--- src/rtl/regfile_access_ctrl.sv ---
// regfile_access_ctrl: command sequencer in front of a two-read / one-write
// register file. Accepts WRITE, READ, FILL and DUMP commands on a valid/ready
// channel and returns read words on a valid/ready response channel.
// All register-file drive outputs come from flops; WEN and cmd_ready are
// additionally gated by RES so that nothing is written or accepted in a
// reset cycle.
// Optional feature: define REGFILE_ACCESS_WACK_EN to make WRITE return a
// response ({W'b0, written data} at the write address).
module regfile_access_ctrl #(
    parameter int W  = 4,
    parameter int AW = 2
) (
    input  logic              CLK,
    input  logic              RES,
    input  logic              cmd_valid,
    output logic              cmd_ready,
    input  logic [1:0]        cmd_op,
    input  logic [AW-1:0]     cmd_addr,
    input  logic [AW-1:0]     cmd_addr_b,
    input  logic [W-1:0]      cmd_data,
    output logic              rsp_valid,
    input  logic              rsp_ready,
    output logic [AW-1:0]     rsp_addr,
    output logic [2*W-1:0]    rsp_data,
    output logic [W-1:0]      InA,
    output logic              WEN,
    output logic [AW-1:0]     Add2,
    output logic [AW-1:0]     Add0,
    output logic [AW-1:0]     Add1,
    input  logic [W-1:0]      Out0,
    input  logic [W-1:0]      Out1
);

    localparam logic [2:0] S_IDLE = 3'd0;
    localparam logic [2:0] S_WR   = 3'd1;
    localparam logic [2:0] S_RD   = 3'd2;
    localparam logic [2:0] S_FILL = 3'd3;
    localparam logic [2:0] S_DRD  = 3'd4;
    localparam logic [2:0] S_RSP  = 3'd5;

    localparam logic [1:0] OP_WRITE = 2'b00;
    localparam logic [1:0] OP_READ  = 2'b01;
    localparam logic [1:0] OP_FILL  = 2'b10;
    localparam logic [1:0] OP_DUMP  = 2'b11;

    // Last register index for FILL and last pair index for DUMP; the
    // termination tests compare against these instead of relying on wrap.
    localparam logic [AW-1:0] IDX_LAST  = {AW{1'b1}};
    localparam logic [AW-1:0] PAIR_LAST = AW'((32'd1 << (AW - 1)) - 32'd1);

    logic [2:0]        state_q,     state_d;
    logic [1:0]        op_q,        op_d;
    logic [AW-1:0]     addr_q,      addr_d;
    logic [AW-1:0]     addr_b_q,    addr_b_d;
    logic [W-1:0]      data_q,      data_d;
    logic [AW-1:0]     idx_q,       idx_d;
    logic              rsp_valid_q, rsp_valid_d;
    logic [AW-1:0]     rsp_addr_q,  rsp_addr_d;
    logic [2*W-1:0]    rsp_data_q,  rsp_data_d;
    logic              wen_q,       wen_d;
    logic [W-1:0]      ina_q,       ina_d;
    logic [AW-1:0]     add2_q,      add2_d;
    logic [AW-1:0]     add0_q,      add0_d;
    logic [AW-1:0]     add1_q,      add1_d;

    // Even register address of DUMP pair p (AW-bit arithmetic).
    function automatic logic [AW-1:0] pair_base(input logic [AW-1:0] p);
        logic [AW-1:0] r;
        r = p << 1;
        return r;
    endfunction

    // Next-state, field latching and response capture; drive outputs are
    // then decoded from the next state so they come straight from flops.
    always_comb begin
        state_d    = state_q;
        op_d       = op_q;
        addr_d     = addr_q;
        addr_b_d   = addr_b_q;
        data_d     = data_q;
        idx_d      = idx_q;
        rsp_addr_d = rsp_addr_q;
        rsp_data_d = rsp_data_q;

        case (state_q)
            S_IDLE: begin
                if (cmd_valid) begin
                    op_d     = cmd_op;
                    addr_d   = cmd_addr;
                    addr_b_d = cmd_addr_b;
                    data_d   = cmd_data;
                    idx_d    = {AW{1'b0}};
                    case (cmd_op)
                        OP_WRITE: state_d = S_WR;
                        OP_READ:  state_d = S_RD;
                        OP_FILL:  state_d = S_FILL;
                        OP_DUMP:  state_d = S_DRD;
                        default:  state_d = S_IDLE;
                    endcase
                end else begin
                    state_d = S_IDLE;
                end
            end
            S_WR: begin
`ifdef REGFILE_ACCESS_WACK_EN
                state_d    = S_RSP;
                rsp_addr_d = addr_q;
                rsp_data_d = {{W{1'b0}}, data_q};
`else
                state_d    = S_IDLE;
`endif
            end
            S_RD: begin
                state_d    = S_RSP;
                rsp_addr_d = addr_q;
                rsp_data_d = {Out1, Out0};
            end
            S_FILL: begin
                if (idx_q == IDX_LAST) begin
                    state_d = S_IDLE;
                end else begin
                    idx_d   = idx_q + AW'(1'b1);
                    state_d = S_FILL;
                end
            end
            S_DRD: begin
                state_d    = S_RSP;
                rsp_addr_d = pair_base(idx_q);
                rsp_data_d = {Out1, Out0};
            end
            S_RSP: begin
                if (rsp_ready) begin
                    if ((op_q == OP_DUMP) && (idx_q != PAIR_LAST)) begin
                        idx_d   = idx_q + AW'(1'b1);
                        state_d = S_DRD;
                    end else begin
                        state_d = S_IDLE;
                    end
                end else begin
                    state_d = S_RSP;
                end
            end
            default: begin
                state_d = S_IDLE;
            end
        endcase
    end

    // Register-file drive values for the state being entered.
    always_comb begin
        wen_d       = 1'b0;
        ina_d       = {W{1'b0}};
        add2_d      = {AW{1'b0}};
        add0_d      = {AW{1'b0}};
        add1_d      = {AW{1'b0}};
        rsp_valid_d = (state_d == S_RSP);

        case (state_d)
            S_WR: begin
                wen_d  = 1'b1;
                add2_d = addr_d;
                ina_d  = data_d;
            end
            S_FILL: begin
                wen_d  = 1'b1;
                add2_d = idx_d;
                ina_d  = data_d;
            end
            S_RD: begin
                add0_d = addr_d;
                add1_d = addr_b_d;
            end
            S_DRD: begin
                add0_d = pair_base(idx_d);
                add1_d = pair_base(idx_d) | AW'(1'b1);
            end
            default: begin
                wen_d = 1'b0;
            end
        endcase
    end

    // State and output flops; synchronous reset aborts any operation.
    always_ff @(posedge CLK) begin
        if (RES) begin
            state_q     <= S_IDLE;
            op_q        <= 2'b00;
            addr_q      <= {AW{1'b0}};
            addr_b_q    <= {AW{1'b0}};
            data_q      <= {W{1'b0}};
            idx_q       <= {AW{1'b0}};
            rsp_valid_q <= 1'b0;
            rsp_addr_q  <= {AW{1'b0}};
            rsp_data_q  <= {(2*W){1'b0}};
            wen_q       <= 1'b0;
            ina_q       <= {W{1'b0}};
            add2_q      <= {AW{1'b0}};
            add0_q      <= {AW{1'b0}};
            add1_q      <= {AW{1'b0}};
        end else begin
            state_q     <= state_d;
            op_q        <= op_d;
            addr_q      <= addr_d;
            addr_b_q    <= addr_b_d;
            data_q      <= data_d;
            idx_q       <= idx_d;
            rsp_valid_q <= rsp_valid_d;
            rsp_addr_q  <= rsp_addr_d;
            rsp_data_q  <= rsp_data_d;
            wen_q       <= wen_d;
            ina_q       <= ina_d;
            add2_q      <= add2_d;
            add0_q      <= add0_d;
            add1_q      <= add1_d;
        end
    end

    assign cmd_ready = (state_q == S_IDLE) && !RES;
    assign WEN       = wen_q && !RES;
    assign InA       = ina_q;
    assign Add2      = add2_q;
    assign Add0      = add0_q;
    assign Add1      = add1_q;
    assign rsp_valid = rsp_valid_q;
    assign rsp_addr  = rsp_addr_q;
    assign rsp_data  = rsp_data_q;

endmodule

--- config.mk ---
export PLATFORM = sky130hd
export DESIGN_NAME = regfile_access_ctrl
export DESIGN_NICKNAME = d
export VERILOG_FILES = /design/src/rtl/regfile_access_ctrl.sv
export SDC_FILE = /design/constraint.sdc
export NUM_CORES = 1
export LEC_CHECK = 0
export ABC_AREA = 1
export ABC_CLOCK_PERIOD_IN_PS = 3500
export CORE_UTILIZATION = 51
export DETAILED_ROUTE_END_ITERATION = 6
export PLACE_DENSITY = 0.87
export SLEW_MARGIN = 20
export SYNTH_ARGS = -nofsm -noshare
export SYNTH_HDL_FRONTEND = slang
export SYNTH_SLANG_ARGS = --single-unit
--- constraint.sdc ---
create_clock -name CLK -period 3.5 [get_ports CLK]
set_clock_uncertainty 0.05 [all_clocks]
set_input_delay 0.7 -clock CLK [delete_from_list [all_inputs] [get_ports CLK]]
set_output_delay 0.7 -clock CLK [all_outputs]
set_load 0.005 [all_outputs]
==> run metrics, run 1 <==
outcome finished, final reports clean; startpoint types primary input; GRT Residual Overflow 0; largest net degree at the start of global routing 23; flip-flop and latch area 741 um2; n_diodes 0; most frequent cells in the layout 44 x clkdlybuf4s50_1, 37 x dfxtp_1, 37 x nor2_1; crit path kind in2out; CP delay by family, top buffers and inverters; RePlAce Congestion 0.888; Hold WS 0.423 ns; Synth Instances 223; cells along the critical path clkdlybuf4s50_1 > nor2_1 > clkdlybuf4s50_1; WP buf/inv 2; DRC violations left 0; WP data required 2.75 ns; worst relative slew slack 58.8%; Final Instance Count excl. Fillers 313; Seq/Total Area, Yosys 44.9%; layout cell share with drive strength beyond 1 9.67%; I/O Buffers 44; fillcell total 265; Final setup viols 0; CP arrival 1.96 ns; DRT iter0 DRCs 84; detailed-router iteration count before antenna repair 4; CTS Buf Count 5; H-tree Lvls 2; Avg Cell Area, Syn 7.39 um2; P&R area growth vs syn 34.5%; Die ar. 0.00347 mm2; fin. max-slew vios 0; commonest non-fill, non-tap cell in the layout clkdlybuf4s50_1; CP Capture Type primary output; pre-CTS setup slack 0.793 ns; dpl hpwl 2.46 mm; Final Hold Viols 0; clk_lat worst skew 0.36 ns; period utilization 77.3%; IO Pins 45; Reg power frac 41.9%; Worst VDD drop 0.340 mV; Pleak 0.00100 uW; Bufs on Longest Clock Path 2; Int Pwr 846 uW; initial antenna violation count 0; fin nets 296; Max-Cap Viols 0; crit-path max cell delay 0.57 ns; largest fanout on the critical path 9; Clk pin slew, worst setup/hold paths 0.11 ns; Switch Pwr 349 uW; number of global-route vias before repair 1,321; Achievable Freq 0.370 GHz; # hold bufs at CTS 0; Synth Register Bits 37; Yosys top cell area share 44.9%; DR vias 1,511; Crit-path slowest cell clkdlybuf4s50_1; most frequent CP cell clkdlybuf4s50_1; setup slack after layout 0.795 ns; Die H 58.9 um; Syn. warnings 0; post-cts resize count 0; Synth Cell Area 0.00165 mm2; Die W 58.9 um; Final ANT Viol Nets 0; via-per-instance ratio 4.83; switching part of the total power 29.2%; # placed instances 305; CTS Sinks 37; Multi-input gate area 752 um2; slew at the pin with the worst max-slew slack 0.618 ns; post-synth cell types 26; first-pass GRT wire length 5.64 mm; post-CTS setup buffers 0; synthesized net count 251; Root Driver clkbuf_4; WL/cell 10.7 um; Clock Power Share 31.6%; top cells by area, synth dfxtp_1 45%, nor2_1 8.4%, nand2_1 7.7%; worst min path class reg2reg; TritonCTS clock tree built; Yosys top cell by area dfxtp_1; fin crit period 2.71 ns; logic gate share of total power 26.5%; setup tns final 0 ns; RSZ-0062 raised after global routing no; core area 0.00305 mm2; FP Rows 20; Pwr Density 539 mW/mm2; All-Layer GR Usage 22.3%; Initial Util 54.0%; WL final 3.35 mm
[Yosys cell counts (all sizes together)]
library cell,instances
nand4,3
a21oi,6
buf,3
nor3,5
dfxtp,37
ha,6
mux2i,1
clkbuf,3
nand3b,1
o21ai,22
or2,6
nor2,42
inv,33
nand3,18
o211ai,1
nand2,36
[worst min-delay path, delay by kind of cell, from the launching register on]
| family | cells | cell delay, ns |
|---|---|---|
| AOI/OAI and AO/OA | 1 | 0.05 |
| and+or+nand+nor | 1 | 0.06 |
| DFF | 1 | 0.33 |
[routing by layer]
metal  track usage (%)  wire [um]  up-vias
met1              25.4       1440      663
met5                 0          0        -
met2              38.5       1610       53
li1                  -          -      789
met3              8.13        245        6
met4              7.14         51        0
[flip-flops by register name, summed over array words and instances, names as in the netlist, 3 cells and up]
register  count
data_q        4
state_q       3
rsp_data      8
InA           4
[kinds of logic after synthesis]
group	synth area share [%]
buffers and inverters	9.48
adder cells (fa/ha/maj)	4.55
AO/OA/AOI/OAI	8.95
flip-flops	44.9
AND/OR/NAND/NOR	31.5
multiplexers	0.607
[layout make-up]
| type | count | area share [%] |
|---|---|---|
| Tap cell | 44 | 2.48 |
| Sequential cell | 37 | 33.4 |
| Clock buffer | 5 | 1.69 |
| Timing Repair Buffer | 44 | 19.9 |
| Clock inverter | 3 | 3.10 |
| Multi-Input combinational cell | 147 | 33.9 |
| Inverter | 33 | 5.58 |
[path summary, 6_finish.rpt]
| check | start | to | depth (start not counted) | slack, ns |
|---|---|---|---|---|
| setup / recovery | RES | WEN | 3 | 0.79 |
| hold / removal | rsp_addr[0]$_SDFFE_PP0N_ | rsp_addr[0]$_SDFFE_PP0N_ | 2 | 0.42 |
| hold reg to reg | rsp_addr[0]$_SDFFE_PP0N_ | rsp_addr[0]$_SDFFE_PP0N_ | 2 | 0.42 |
| setup reg to reg | state_q[2]$_SDFF_PP0_ | Add1[1]$_SDFF_PP0_ | 7 | 1.74 |
[per-stage QoR]
step | util, % | cell area, um2 | total power, uW
2_1_floorplan | - | 1650 | 708
3_3_place_gp | 69.2 | 2110 | 820
3_5_place_dp | 69.2 | 2110 | 827
4_1_cts | 72.7 | 2220 | 1210
5_1_grt | 72.7 | 2220 | 1270
6_report | 72.7 | 2220 | 1200
[power by group through the flow]
stage | clock, uW | sequential (uW) | combinational (uW)
after global placement | 0 | 509 | 311
after floorplan | 0 | 511 | 197
after CTS | 388 | 501 | 319
final | 378 | 500 | 317
after detailed placement | 0 | 510 | 317
after global routing | 405 | 506 | 362
(Power assumes the default switching activity.)
==> run 2: changes to the inputs <==
Settings changed: ABC_CLOCK_PERIOD_IN_PS 3500 to 2200, CORE_UTILIZATION 51 to 43, PLACE_DENSITY 0.87 to 0.78.
Clock period 3.5 ns to 2.2 ns, I/O delays scaled along.
==> run 2 against run 1 <==
Compared with the run above:
- critical path depth up 1
- utilization shrank 11 points
- final area increased by 2.0%
- critical path type is now reg2out
- total power up 60%
==> run metrics, run 2 (synthesized netlist as in run 1, its figures left out) <==
outcome finished, final reports clean; largest net degree at the start of global routing 15; commonest non-fill, non-tap cell in the layout clkdlybuf4s50_1; RePlAce Congestion 0.862; most frequent cells in the layout 44 x clkdlybuf4s50_1, 37 x dfxtp_1, 37 x nor2_1; All-Layer GR Usage 18.8%; # hold bufs at CTS 0; Root Driver clkbuf_8; WL final 3.56 mm; Area after DPL 0.00215 mm2; TritonCTS clock tree built; period utilization 93.9%; worst min path class reg2reg; n_diodes 0; clk_lat worst skew 0.28 ns; CP Capture Type primary output; FP Rows 22; Die W 63.9 um; Final setup viols 0; GRT Residual Overflow 0; WL/cell 11.1 um; via-per-instance ratio 4.73; core area 0.00366 mm2; layout cell share with drive strength beyond 1 10.6%; largest fanout on the critical path 6; max FFs per register 8; CP delay by family, top buffers and inverters; Crit-path slowest cell clkdlybuf4s50_1; fin crit period 2.06 ns; DRC violations left 0; fillcell total 347; Bufs on Longest Clock Path 2; setup tns final 0 ns; fin. max-slew vios 0; CTS Sinks 37; post-cts resize count 0; Max-Cap Viols 0; CP arrival 1.57 ns; I/O Buffers 44; WP data required 1.71 ns; WP buf/inv 1; first-pass GRT wire length 5.90 mm; Clk pin slew, worst setup/hold paths 0.07 ns; worst relative slew slack 74.6%; Die H 63.9 um; Die ar. 0.00409 mm2; Initial Util 45.0%; slew at the pin with the worst max-slew slack 0.381 ns; DR vias 1,519; dpl hpwl 2.66 mm; Final ANT Viol Nets 0; number of global-route vias before repair 1,400; Final Hold Viols 0; crit path kind reg2out; RSZ-0062 raised after global routing no; startpoint types register; IO Pins 45; fin nets 300; DRT iter0 DRCs 69; final instance area 0.00226 mm2; P&R area growth vs syn 37.3%; detailed-router iteration count before antenna repair 5; initial antenna violation count 0; Achievable Freq 0.484 GHz; crit-path max cell delay 0.50 ns; cells along the critical path nor2_4 > nand2_4 > nor2_1 > clkdlybuf4s50_1; Pleak 0.00102 uW; Worst VDD drop 0.578 mV; CTS Buf Count 5; post-CTS setup buffers 0; H-tree Lvls 2; Pwr Density 844 mW/mm2
==> run 2: per-layer routing <==
| metal | GRT usage (%) | part of all wire [%] | vias to the layer above |
|---|---|---|---|
| met4 | 8.52 | 1.2 | 0 |
| li1 | - | - | 795 |
| met3 | 5.54 | 5.8 | 4 |
| met2 | 31.9 | 47 | 48 |
| met5 | 0 | 0 | - |
| met1 | 21.5 | 46 | 672 |
==> run 2: metrics by stage <==
stage | power [uW] | setup WS, ns | hold slack (ns) | cells | utilization, %
6_report | 1910 | 0.135 | 0.430 | 321 | 61.8
5_1_grt | 2030 | 0.0541 | 0.456 | 321 | 61.8
4_1_cts | 1930 | 0.106 | 0.439 | 321 | 61.8
3_5_place_dp | 1330 | 0.0449 | 0.423 | 313 | 58.6
3_3_place_gp | 1320 | 0.0271 | 0.406 | 313 | 58.6
2_1_floorplan | 1130 | 0.711 | 0.403 | 223 | -
==> run 2: final cells by class <==
class                   count  area, um2  area share [%]
flip-flops and latches     37        741            32.7
repair buffers             48        470            20.8
clock buffers               7       86.3            3.81
clock inverters             1       30.0            1.33
well taps                  48       60.1            2.65
multi-input cells         147        752            33.2
inverters                  33        124            5.47
==> run 2: final timing paths <==
kind                                                from                        to  slack (ns)  cells after the start
worst max register to register     state_q[2]$_SDFF_PP0_         InA[2]$_SDFF_PP0_        0.45                      8
worst max-delay path               state_q[0]$_SDFF_PP0_                 cmd_ready        0.14                      4
worst min-delay path            rsp_addr[0]$_SDFFE_PP0N_  rsp_addr[0]$_SDFFE_PP0N_        0.43                      2
worst min register to register  rsp_addr[0]$_SDFFE_PP0N_  rsp_addr[0]$_SDFFE_PP0N_        0.43                      2
==> run 2: power breakdown <==
group          switching, uW  internal [uW]  leakage [uW]
Clock                    225            369     0.0000585
Sequential              41.5            757      0.000303
Combinational            277            239      0.000663
Total                    544           1370       0.00102
==> run 2: worst min-delay path, cell delays in order (launching register included) <==
cell and delay, ns:
dfxtp_1 0.31, nand2_1 0.06, a21oi_1 0.06
==> run 3: changes to the inputs <==
Settings changed: CTS_CLUSTER_SIZE set to 16.
==> results of run 3 <==
No change in the layout: final DEF, timing and power equal those of run 2.
